--- config.mk ---
export PLATFORM = sky130hd
export DESIGN_NAME = rst_seq_map_flat
export DESIGN_NICKNAME = d
export VERILOG_FILES = /design/src/rtl/rst_seq_map_if.sv /design/src/rtl/rst_seq_map.sv /design/src/flat_wrapper.sv
export SDC_FILE = /design/constraint.sdc
export NUM_CORES = 1
export LEC_CHECK = 0
export ABC_AREA = 1
export CAP_MARGIN = 25
export CELL_PAD_IN_SITES_DETAIL_PLACEMENT = 1
export CELL_PAD_IN_SITES_GLOBAL_PLACEMENT = 1
export CORE_MARGIN = 5
export CORE_UTILIZATION = 41
export CTS_CLUSTER_DIAMETER = 60
export DETAILED_ROUTE_END_ITERATION = 8
export GPL_TIMING_DRIVEN = 0
export PLACE_DENSITY = 0.82
export REMOVE_ABC_BUFFERS = 1
export SLEW_MARGIN = 0
export SYNTH_ARGS = -nofsm -noshare
export SYNTH_HDL_FRONTEND = slang
export SYNTH_SLANG_ARGS = --single-unit
--- constraint.sdc ---
create_clock -name aclk -period 1.63 [get_ports aclk]
set_input_delay 0.326 -clock aclk [delete_from_list [all_inputs] [get_ports aclk]]
set_output_delay 0.326 -clock aclk [all_outputs]
set_load 0.05 [all_outputs]
--- src/rtl/rst_seq_map_if.sv ---
// Signal bundle for rst_seq_map: asynchronous reset/lock inputs and sequenced outputs.
// RST_SEQ_SWRST_EN adds the synchronous software reset request sw_rst.
interface rst_seq_map_if #(
  parameter int NUM_CH = 3
);
  logic              aux_resetn;
  logic              dcm_locked;
`ifdef RST_SEQ_SWRST_EN
  logic              sw_rst;
`endif
  logic [NUM_CH-1:0] ch_aresetn;
  logic              done;
  logic [1:0]        state;

`ifdef RST_SEQ_SWRST_EN
  modport master (output aux_resetn, dcm_locked, sw_rst, input ch_aresetn, done, state);
  modport slave  (input aux_resetn, dcm_locked, sw_rst, output ch_aresetn, done, state);
`else
  modport master (output aux_resetn, dcm_locked, input ch_aresetn, done, state);
  modport slave  (input aux_resetn, dcm_locked, output ch_aresetn, done, state);
`endif
endinterface

--- src/rtl/rst_seq_map.sv ---
// Staggered reset release sequencer: holds all channels in reset until the inputs are clean
// for HOLD_CYCLES, then releases them in order. Optional macro RST_SEQ_SWRST_EN adds sw_rst.
module rst_seq_map #(
  parameter int NUM_CH      = 3,
  parameter int SYNC_STAGES = 2,
  parameter int HOLD_CYCLES = 16,
  parameter int STAGGER     = 4
) (
  input logic          aclk,
  input logic          aresetn,
  rst_seq_map_if.slave bus
);

  localparam logic [1:0] ST_ASSERT  = 2'b00;
  localparam logic [1:0] ST_RELEASE = 2'b01;
  localparam logic [1:0] ST_RUN     = 2'b10;

  localparam int HW = $clog2(HOLD_CYCLES + 1);
  localparam int SW = $clog2(STAGGER + 1);

  localparam logic [HW-1:0]     HOLD_LAST = HW'(HOLD_CYCLES - 1);
  localparam logic [HW-1:0]     HOLD_SAT  = HW'(HOLD_CYCLES);
  localparam logic [SW-1:0]     STAG_LAST = SW'(STAGGER - 1);
  localparam logic [NUM_CH-1:0] ALL_ON    = '1;
  localparam logic [NUM_CH-1:0] FIRST_CH  = NUM_CH'(1);

  logic [SYNC_STAGES-1:0] aux_sync_q, aux_sync_d;
  logic [SYNC_STAGES-1:0] dcm_sync_q, dcm_sync_d;
  logic [1:0]             state_q, state_d;
  logic [HW-1:0]          hold_cnt_q, hold_cnt_d;
  logic [SW-1:0]          stag_cnt_q, stag_cnt_d;
  logic [NUM_CH-1:0]      ch_q, ch_d;
  logic                   done_q, done_d;
  logic [NUM_CH-1:0]      ch_next;
  logic                   fault;

`ifdef RST_SEQ_SWRST_EN
  assign fault = ~aux_sync_q[SYNC_STAGES-1] | ~dcm_sync_q[SYNC_STAGES-1] | bus.sw_rst;
`else
  assign fault = ~aux_sync_q[SYNC_STAGES-1] | ~dcm_sync_q[SYNC_STAGES-1];
`endif

  // Channels release as a thermometer code: bit 0 first, each step adds the next bit up.
  assign ch_next = (ch_q << 1) | FIRST_CH;

  always_comb begin
    // NOTE: every always_comb output gets a default first so no path leaves it unassigned (no latch).
    state_d    = state_q;
    hold_cnt_d = hold_cnt_q;
    stag_cnt_d = stag_cnt_q;
    ch_d       = ch_q;
    done_d     = done_q;
    aux_sync_d = {aux_sync_q[SYNC_STAGES-2:0], bus.aux_resetn};
    dcm_sync_d = {dcm_sync_q[SYNC_STAGES-2:0], bus.dcm_locked};

    case (state_q)
      ST_ASSERT: begin
        ch_d       = '0;
        done_d     = 1'b0;
        stag_cnt_d = '0;
        if (fault) begin
          hold_cnt_d = '0;
        end else if (hold_cnt_q >= HOLD_LAST) begin
          hold_cnt_d = HOLD_SAT;
          ch_d       = FIRST_CH;
          done_d     = (FIRST_CH == ALL_ON);
          state_d    = (FIRST_CH == ALL_ON) ? ST_RUN : ST_RELEASE;
        end else begin
          hold_cnt_d = hold_cnt_q + 1'b1;
        end
      end
      ST_RELEASE, ST_RUN: begin
        if (fault) begin
          state_d    = ST_ASSERT;
          hold_cnt_d = '0;
          stag_cnt_d = '0;
          ch_d       = '0;
          done_d     = 1'b0;
        end else if (state_q == ST_RELEASE) begin
          if (stag_cnt_q >= STAG_LAST) begin
            stag_cnt_d = '0;
            ch_d       = ch_next;
            if (ch_next == ALL_ON) begin
              done_d  = 1'b1;
              state_d = ST_RUN;
            end
          end else begin
            stag_cnt_d = stag_cnt_q + 1'b1;
          end
        end
      end
      default: begin
        state_d    = ST_ASSERT;
        hold_cnt_d = '0;
        stag_cnt_d = '0;
        ch_d       = '0;
        done_d     = 1'b0;
      end
    endcase
  end

  always_ff @(posedge aclk) begin
    // NOTE: sequential state uses non-blocking assignments so every flop samples pre-edge values.
    if (!aresetn) begin
      // NOTE: synchronizer flops are reset too, so a reset always restarts the full clean-input count.
      aux_sync_q <= '0;
      dcm_sync_q <= '0;
      state_q    <= ST_ASSERT;
      hold_cnt_q <= '0;
      stag_cnt_q <= '0;
      ch_q       <= '0;
      done_q     <= 1'b0;
    end else begin
      aux_sync_q <= aux_sync_d;
      dcm_sync_q <= dcm_sync_d;
      state_q    <= state_d;
      hold_cnt_q <= hold_cnt_d;
      stag_cnt_q <= stag_cnt_d;
      ch_q       <= ch_d;
      done_q     <= done_d;
    end
  end

  assign bus.ch_aresetn = ch_q;
  assign bus.done       = done_q;
  assign bus.state      = state_q;

endmodule

--- src/flat_wrapper.sv ---
// flat-port wrapper written by rule: the top's interface ports become plain ports
module rst_seq_map_flat 
#(
  parameter int NUM_CH      = 3,
  parameter int SYNC_STAGES = 2,
  parameter int HOLD_CYCLES = 16,
  parameter int STAGGER     = 4
)
  (aclk, aresetn, bus_aux_resetn, bus_dcm_locked, bus_ch_aresetn, bus_done, bus_state);
  rst_seq_map_if #(.NUM_CH(NUM_CH)) bus_i ();
  input logic aclk;
  input logic aresetn;
  input wire logic [$bits(bus_i.aux_resetn)-1:0] bus_aux_resetn;
  input wire logic [$bits(bus_i.dcm_locked)-1:0] bus_dcm_locked;
  output wire logic [$bits(bus_i.ch_aresetn)-1:0] bus_ch_aresetn;
  output wire logic [$bits(bus_i.done)-1:0] bus_done;
  output wire logic [$bits(bus_i.state)-1:0] bus_state;
  assign bus_i.aux_resetn = bus_aux_resetn;
  assign bus_i.dcm_locked = bus_dcm_locked;
  assign bus_ch_aresetn = bus_i.ch_aresetn;
  assign bus_done = bus_i.done;
  assign bus_state = bus_i.state;
  rst_seq_map #(.NUM_CH(NUM_CH), .SYNC_STAGES(SYNC_STAGES), .HOLD_CYCLES(HOLD_CYCLES), .STAGGER(STAGGER)) u_core (.aclk(aclk), .aresetn(aresetn), .bus(bus_i));
endmodule
# ---- Word level (Yosys, flattened, before mapping)
# Cells that the tools add are included.
dict set report classes {
  reduce_logical 6
  n_addsub 2
  order_cmp 2
  bitwise 5
  mux 18
  n_eq_ne 9
}
# operator n
set op_table {}
lappend op_table {{$mux W3} 5}
lappend op_table {{$mux W5} 3}
lappend op_table {{$mux W2} 6}
lappend op_table {{$pmux W5 S2} 1}
lappend op_table {{$ne A3 B1 Y1 const B} 3}
lappend op_table {{$pmux W3 S2} 1}
lappend op_table {{$add A5 B1 Y5 const B} 1}
lappend op_table {{$ge A5 B4 Y1 const B} 1}
lappend op_table {{$reduce_and A5 Y1} 1}
lappend op_table {{$eq A2 B2 Y1 const B} 2}
lappend op_table {{$ne A2 B1 Y1 const B} 2}
lappend op_table {{$not A1 Y1} 4}
lappend op_table {{$pmux W2 S2} 1}
lappend op_table {{$add A3 B1 Y3 const B} 1}
lappend op_table {{$ge A3 B2 Y1 const B} 1}
lappend op_table {{$reduce_and A3 Y1} 1}
lappend op_table {{$reduce_or A3 Y1} 1}
lappend op_table {{$eq A2 B1 Y1 const B} 1}
lappend op_table {{$logic_not A2 Y1} 1}
lappend op_table {{$ne A2 B2 Y1 const B} 1}
lappend op_table {{$reduce_and A2 Y1} 1}
lappend op_table {{$reduce_or A2 Y1} 1}
lappend op_table {{$mux W1} 1}
lappend op_table {{$or A1 B1 Y1} 1}
dict set report word_totals {
  register_bits 18
  word_cells 49
}

# ---- Depth between registers and ports, before layout
# Gate-level depths: netlist of the first run.
dict set report logic_depth {
  depth_word 6
  ltp_mapped 10
  mapped_depth_nobuf 10
}

# ---- Worst setup path after synthesis of the first run
# OpenSTA, ideal clock, no wires.
dict set report synth_path {
  kind {flip-flop to flip-flop}
  start {reg u_core.state_q[0], in the netlist u_core.bus.state[0]}
  end {reg u_core.state_q[1], in the netlist u_core.bus.state[1]}
  path_stages_with_launch 10
  path_slack_ps -223
  arrival_time_ps 1791
  n_path_buf 0
  t_required_ps 1568
  cell_sequence {dfxtp_1 -> inv_1 -> ha_1 -> nand3_4 -> nor2_1 -> nor2_2 -> nand3_4 -> nand2_1 -> inv_1 -> nor2_2}
}
dict set report synth_between {
  elab_chain_cells 4
}
# item line
set synth_rtl {}
lappend synth_rtl {{from (decl)} rst_seq_map.sv:29} ;# logic [1:0] state_q, state_d;
lappend synth_rtl {{from (signal assigned)} rst_seq_map.sv:116} ;# state_q <= state_d;
lappend synth_rtl {{$eq A2 B2 Y1 or $eq A2 B1 Y1 (tied branches)} {rst_seq_map.sv:56, rst_seq_map.sv:79}}
lappend synth_rtl {{$reduce_or A2 Y1} rst_seq_map.sv:56} ;# case (state_q)
lappend synth_rtl {{$ne A3 B1 Y1 (no source line)} n/a}
lappend synth_rtl {{$reduce_and A5 Y1 (no source line)} n/a}
# Several ways; a longest one is shown, not always the timed one.
# A chain may end at the register's enable or synchronous reset.

# ---- Final worst setup path of the first run
dict set report layout_path {
  start {reg u_core.ch_q[0], in the netlist u_core.bus.ch_aresetn[0]}
  end {out bus_ch_aresetn[0]}
}
# item line
set layout_rtl {}
lappend layout_rtl {{from (decl)} rst_seq_map.sv:32} ;# logic [NUM_CH-1:0] ch_q, ch_d;
lappend layout_rtl {{from (signal assigned)} rst_seq_map.sv:119} ;# ch_q <= ch_d;
lappend layout_rtl {{to (decl)} flat_wrapper.sv:15} ;# output wire logic [$bits(bus_i.ch_aresetn)-1:0] bus_ch_aresetn;
# No word-level cell between the ends.

==> out/qor.yml, run 1 <==
grt:
  grt_start_max_net_pins: 11
  grt_antenna_before_repair: 0
  globalRouteOverflowTotal: 0
  grt_pass1_wl_um: 3770
  track_usage_pct: 14.2
  grt_pass1_vias: 833
setup_path:
  worstPathMaxFanout: 4
  crit_path_start: "u_core.bus.ch_aresetn[0]$_SDFFE_PN0P_"
  required_ps: 1300
  r2r_setup_slack_ps: 130
  worstReg2RegEnd: "u_core.bus.state[1]$_SDFFE_PN0P_"
  arrival_ps: 1220
  timing.rr.start: "u_core.stag_cnt_q[0]$_SDFFE_PP0P_"
  worstSetupPathType: "reg2out"
  slowest_stage: "dlygate4sd2_1"
  crit_chain: "dlygate4sd2_1"
  endpoint: "bus_ch_aresetn[0]"
  endpoint_kind: "output pin"
  r2r_cells: 10
  cp_num_buf_inv: 1
  critical-path-max-stage-delay_ps: 540
  path_delay_family: "buffers and inverters"
  crit_cells: 1
  cp-start-kind: "flip-flop"
placement:
  port_buffers: 9
  hpwl_um: 1620
  placedInstanceArea_mm2: 0.00109
  dp_cells: 152
  place_ws_ps: -145
  place_congestion: 0.816
sta:
  tightest_slew_ps: 499
  slew_headroom_pct: 66.9
  setup_viol: 0
  fmax_mhz: 647
  fin_skew_ps: 5.85
  fin_ws_ps: 85.4
  min_period_ps: 1540
  slew_violations: 0
  finalCritPeriodShare_pct: 94.8
  finalHoldViolations: 0
  holdWs_ps: 422
layout:
  nets: 144
  drive_above_1_share_pct: 36.6
  diodes: 0
  fin_cells: 159
  nFillCells: 273
  area_delta_synth_final_pct: 23.6
  fin_area_mm2: 0.00120
  fin_util_pct: 53.7
run:
  maxCapViolations: 0
yosys:
  ys_top_cells_by_area: "dfxtp_1, ha_1, nand2_1"
  netlist_instances: 116
  synth_cell_type_count: 28
  synth.yosys.warnings: 0
  synth_edf_count: 0
  yosys.cell_count.top_type: "nand2_1"
  synth_seq_area_share_pct: 37.1
  synth-seq-cells: 18
  synth_largest_area_cell: "dfxtp_1"
  synth_flop_cell: "dfxtp_1"
  syn_area_um2: 971
  synthTopCellsByCount: "nand2_1, dfxtp_1, inv_1, ha_1"
  yosys.area.top_type_share_pct: 37.1
  postSynthAreaPerCell_um2: 8.37
  async_flop_share_pct: 0
clock_network:
  clk_path_buf_depth: 2
  holdBufCountCts: 0
  tritoncts.num_buffers: 3
  insertion_delay_ps: 290
  clk_pin_slew_ps: 110
  htree_levels: 1
  clock_sinks: 18
  cts_tree: "built"
  cts_root_buf: "clkbuf_4"
floorplan:
  die_h_um: 58.7
  ios: 10
  dieArea_mm2: 0.00344
  core_area_mm2: 0.00223
  std_cell_rows: 17
  die_width_um: 58.7
  initial_core_util_pct: 43.5
detailed_routing:
  dr_total_vias: 787
  viasPerCell: 4.95
  antenna_left: 0
  wl_per_cell_um: 13.2
  routed_wl_um: 2100
  drc: 0
  first_iter_violations: 2
  drt_first_pass_iters: 2
power_and_ir_drop:
  power.leakage_nw: 0.515
  ir_worst_vdd_mv: 0.370
  p_per_area_mw_per_mm2: 623
run_status:
  outcome: "finished clean"
min_path:
  hp-class: "reg2reg"
[placed cells by master (no fill, tap or decap)]
cell             count
xor2_1               1
nand3_2              4
nand3_1              4
a31oi_1              1
ha_4                 1
inv_1               13
clkbuf_8             1
o31ai_2              1
dfxtp_1             13
clkinv_4             1
a21oi_1              6
ha_1                 4
nand2_1             18
nand4_1              2
or2_1                1
inv_2                4
clkinv_1             2
a41oi_1              1
clkdlybuf4s50_1      3
nand2_2              4
ha_2                 3
nor2_1               4
and3_4               1
nand3b_1             1
clkbuf_2             1
buf_4                3
nor2_4               4
nor2_8               1
o21ai_0              2
clkbuf_4             3
dfxtp_2              4
a21oi_2              4
nor2_2               5
nand3_4              2
dfxtp_4              1
dlygate4sd2_1        5
o21ai_1              2
[state kept, by name, indices dropped and copies added, names as in the netlist]
register,flops
u_core.aux_sync_q,2
u_core.stag_cnt_q,3
u_core.dcm_sync_q,2
u_core.hold_cnt_q,5
u_core.bus.done,1
u_core.bus.state,2
u_core.bus.ch_aresetn,3
[cells by family after synthesis]
logic type                 synth area share, %
buffers and inverters                     8.76
DFF                                       37.1
xor gates and xnor gates                 0.902
and+or+nand+nor                           31.3
AOI/OAI and AO/OA                         11.6
adders and majority gates                 10.3
[per-stage QoR]
stage	setup TNS (ps)	total power, mW
2_1_floorplan	-1580	0.466
3_3_place_gp	-455	0.478
3_5_place_dp	-784	0.480
4_1_cts	0	0.760
5_1_grt	-3.58	0.782
6_report	0	0.747
[cell type report]
type,instances,area (um2),area share [%]
clock buffers,4,36.3,3.02
inverters,20,80.1,6.67
multi-input cells,77,578,48.2
flip-flops and latches,18,369,30.8
well taps,28,35.0,2.92
repair buffers,12,101,8.45
[power breakdown]
group	total, mW	switching (mW)	internal [mW]
clock network	0.280	0.143	0.136
logic	0.0221	0.0123	0.00978
registers	0.446	0.00319	0.443
total	0.747	0.159	0.589
[layer usage]
layer  share of wire (%)  GRT usage (%)
met1                  45           16.6
met4                 1.8           5.83
met5                   0              0
met3                 2.3           2.19
met2                  51           25.7
[what timing repair did]
item | CTS | global route
endpoints found under the setup margin | 10 | 11
pin swaps | 2 | 9
setup buffers | 1 | 2
resized for setup | 13 | 15
[how the worst min path moves through the flow]
stage,startpoint,to,slack [ps],cells past startpoint
after floorplan,u_core.aux_sync_q[0]$_SDFF_PN0_,u_core.aux_sync_q[1]$_SDFF_PN0_,390,2
after global placement,u_core.dcm_sync_q[0]$_SDFF_PN0_,u_core.dcm_sync_q[1]$_SDFF_PN0_,400,2
after detailed placement,u_core.dcm_sync_q[0]$_SDFF_PN0_,u_core.dcm_sync_q[1]$_SDFF_PN0_,410,2
after CTS,u_core.dcm_sync_q[0]$_SDFF_PN0_,u_core.dcm_sync_q[1]$_SDFF_PN0_,430,2
after global routing,u_core.aux_sync_q[0]$_SDFF_PN0_,u_core.aux_sync_q[1]$_SDFF_PN0_,450,2
final,u_core.dcm_sync_q[0]$_SDFF_PN0_,u_core.dcm_sync_q[1]$_SDFF_PN0_,420,2
Power figures use the tool's default switching activity.
==> run 2: changes to the inputs <==
Settings changed: PLACE_DENSITY 0.82 to not set, PLACE_DENSITY_LB_ADDON set to 0.1.
==> run 2 against run 1 <==
  * Sequential cell count unchanged
  * Clock-buffer cell count decreased by 1
  * Clock skew decreased by 3.5 ps
  * Worst setup slack got worse by 21 ps
  * Utilization decreased by 1.1 points
  * Largest power group unchanged
  * Highest routed layer unchanged
==> out/qor.yml, run 2 (synthesis results as in run 1) <==
run_status:
  outcome: "finished clean"
layout:
  diodes: 0
  largest_reg_flops: 5
  regMostFlops: "u_core.hold_cnt_q"
  layout_common_cells: "nand2_1, dfxtp_1, inv_1"
  area_delta_synth_final_pct: 21.1
  drive_above_1_share_pct: 31.5
  final_common_cell: "nand2_1"
  fin_cells: 158
  nets: 144
detailed_routing:
  drc: 0
  wl_per_cell_um: 12.6
  drt_first_pass_iters: 4
  dr_total_vias: 784
  route.met3.wl_um: 65
  viasPerCell: 4.96
  wl_met2_um: 921
  first_iter_violations: 13
  antenna_left: 0
  routedLengthMet1_um: 989
  top_layer_used: "met4"
  routed_wl_um: 1990
floorplan:
  die_width_um: 58.7
  std_cell_rows: 17
  ios: 10
  die_h_um: 58.7
  dieArea_mm2: 0.00344
  initial_core_util_pct: 43.5
  core_area_mm2: 0.00223
clock_network:
  clk_path_buf_depth: 2
  cts_tree: "built"
  insertion_delay_ps: 290
  holdBufCountCts: 0
  tritoncts.num_buffers: 3
  clock_sinks: 18
  htree_levels: 1
  clk_pin_slew_ps: 110
  cts_root_buf: "clkbuf_4"
sta:
  finalCritPeriodShare_pct: 96.0
  fin_skew_ps: 2.37
  tightest_slew_ps: 484
  min_period_ps: 1570
  finalHoldViolations: 0
  fmax_mhz: 639
  holdWs_ps: 425
  setup_viol: 0
  slew_violations: 0
  slew_headroom_pct: 67.8
power_and_ir_drop:
  power.leakage_nw: 0.508
  ir_worst_vdd_mv: 0.503
  p_per_area_mw_per_mm2: 589
setup_path:
  slowest_stage: "dfxtp_4"
  endpoint_kind: "flip-flop"
  crit_chain: "ha_2 -> and3_1 -> ha_1 -> nor2_2 -> nand3_2 -> nand3_4 -> nand2_1 -> inv_1 -> nor2_2"
  path_delay_family: "simple AND/OR/NAND/NOR gates"
  r2r_setup_slack_ps: 60
  worstPathMaxFanout: 3
  cp-start-kind: "flip-flop"
  arrival_ps: 1760
  crit_cells: 9
  critical-path-max-stage-delay_ps: 370
  worstReg2RegEnd: "u_core.bus.state[1]$_SDFFE_PN0P_"
  worstSetupPathType: "reg2reg"
  required_ps: 1830
  critPathMostFrequentCell: "nor2_2"
  r2r_cells: 9
  cp_num_buf_inv: 1
  timing.rr.start: "u_core.hold_cnt_q[0]$_SDFFE_PN0P_"
grt:
  grt_start_max_net_pins: 11
  track_usage_pct: 12.4
  grt_pass1_vias: 766
  grt_pass1_wl_um: 3280
  grt_antenna_before_repair: 0
  globalRouteOverflowTotal: 0
placement:
  hpwl_um: 1500
  port_buffers: 9
  place_congestion: 0.722
  dp_cells: 152
min_path:
  min_path_cells: 2
  hold_end: "u_core.aux_sync_q[1]$_SDFF_PN0_"
  hp-class: "reg2reg"
  hold_start: "u_core.aux_sync_q[0]$_SDFF_PN0_"
run:
  maxCapViolations: 0
==> run 2: cell count changes in the layout (fill, tap and decap cells not counted), sizes merged <==
cell         previous run  this run
clkbuf                  5         3
dlygate4sd2             5         6
==> run 2: area by class of cell <==
class / instances / area (um2)
fillers: 278 / 1060
multi-input cells: 77 / 567
well taps: 28 / 35.0
clock buffers: 3 / 22.5
flip-flops and latches: 18 / 367
inverters: 20 / 80.1
repair buffers: 12 / 105
==> run 2: through the flow <==
stage          util (%)  total power [mW]  cell area [um2]  worst slack [ps]  setup TNS (ps)
2_1_floorplan         -             0.466              966              -223           -1580
3_3_place_gp       48.9             0.478             1090              -126            -801
3_5_place_dp       48.9             0.479             1090              -133            -982
4_1_cts            49.6             0.698             1110              9.52               0
5_1_grt            52.7             0.726             1180             -10.7           -10.7
6_report           52.7             0.693             1180              64.5               0
==> run 2: how the worst max path moves through the flow <==
stage	endpoint	start
floorplan	u_core.bus.state[1]$_SDFFE_PN0P_	u_core.bus.state[0]$_SDFFE_PN0P_
global placement	u_core.hold_cnt_q[3]$_SDFFE_PN0P_	aresetn
detailed placement	u_core.bus.done$_SDFFE_PP0P_	aresetn
CTS	u_core.bus.state[1]$_SDFFE_PN0P_	u_core.hold_cnt_q[0]$_SDFFE_PN0P_
global route	u_core.bus.state[1]$_SDFFE_PN0P_	u_core.hold_cnt_q[0]$_SDFFE_PN0P_
finish	u_core.bus.state[1]$_SDFFE_PN0P_	u_core.hold_cnt_q[0]$_SDFFE_PN0P_
==> run 2: metal layers <==
layer,global-route usage (%),vias up
met3,1.97,2
li1,-,402
met2,20.6,8
met4,3.88,0
met1,16.4,372
met5,0,-
==> run 2: report_power, final <==
part	leakage [nW]	internal [mW]	total, mW	switching, mW
clock	0.0138	0.0858	0.225	0.139
sequential	0.148	0.443	0.446	0.00311
combinational	0.346	0.00996	0.0225	0.0125
==> run 2: worst reg2reg max path: stages (launching register included) <==
cell	delay, ps
dfxtp_4	370
ha_2	190
and3_1	180
ha_1	200
nor2_2	160
nand3_2	140
nand3_4	90
nand2_1	50
inv_1	60
nor2_2	40
==> run 2: timing repair <==
action                     in CTS  in global routing
cloned                          0                  0
pin swaps                       0                  6
setup endpoints to repair       9                 12
setup buffers                   0                  3
gates resized for setup         8                 12
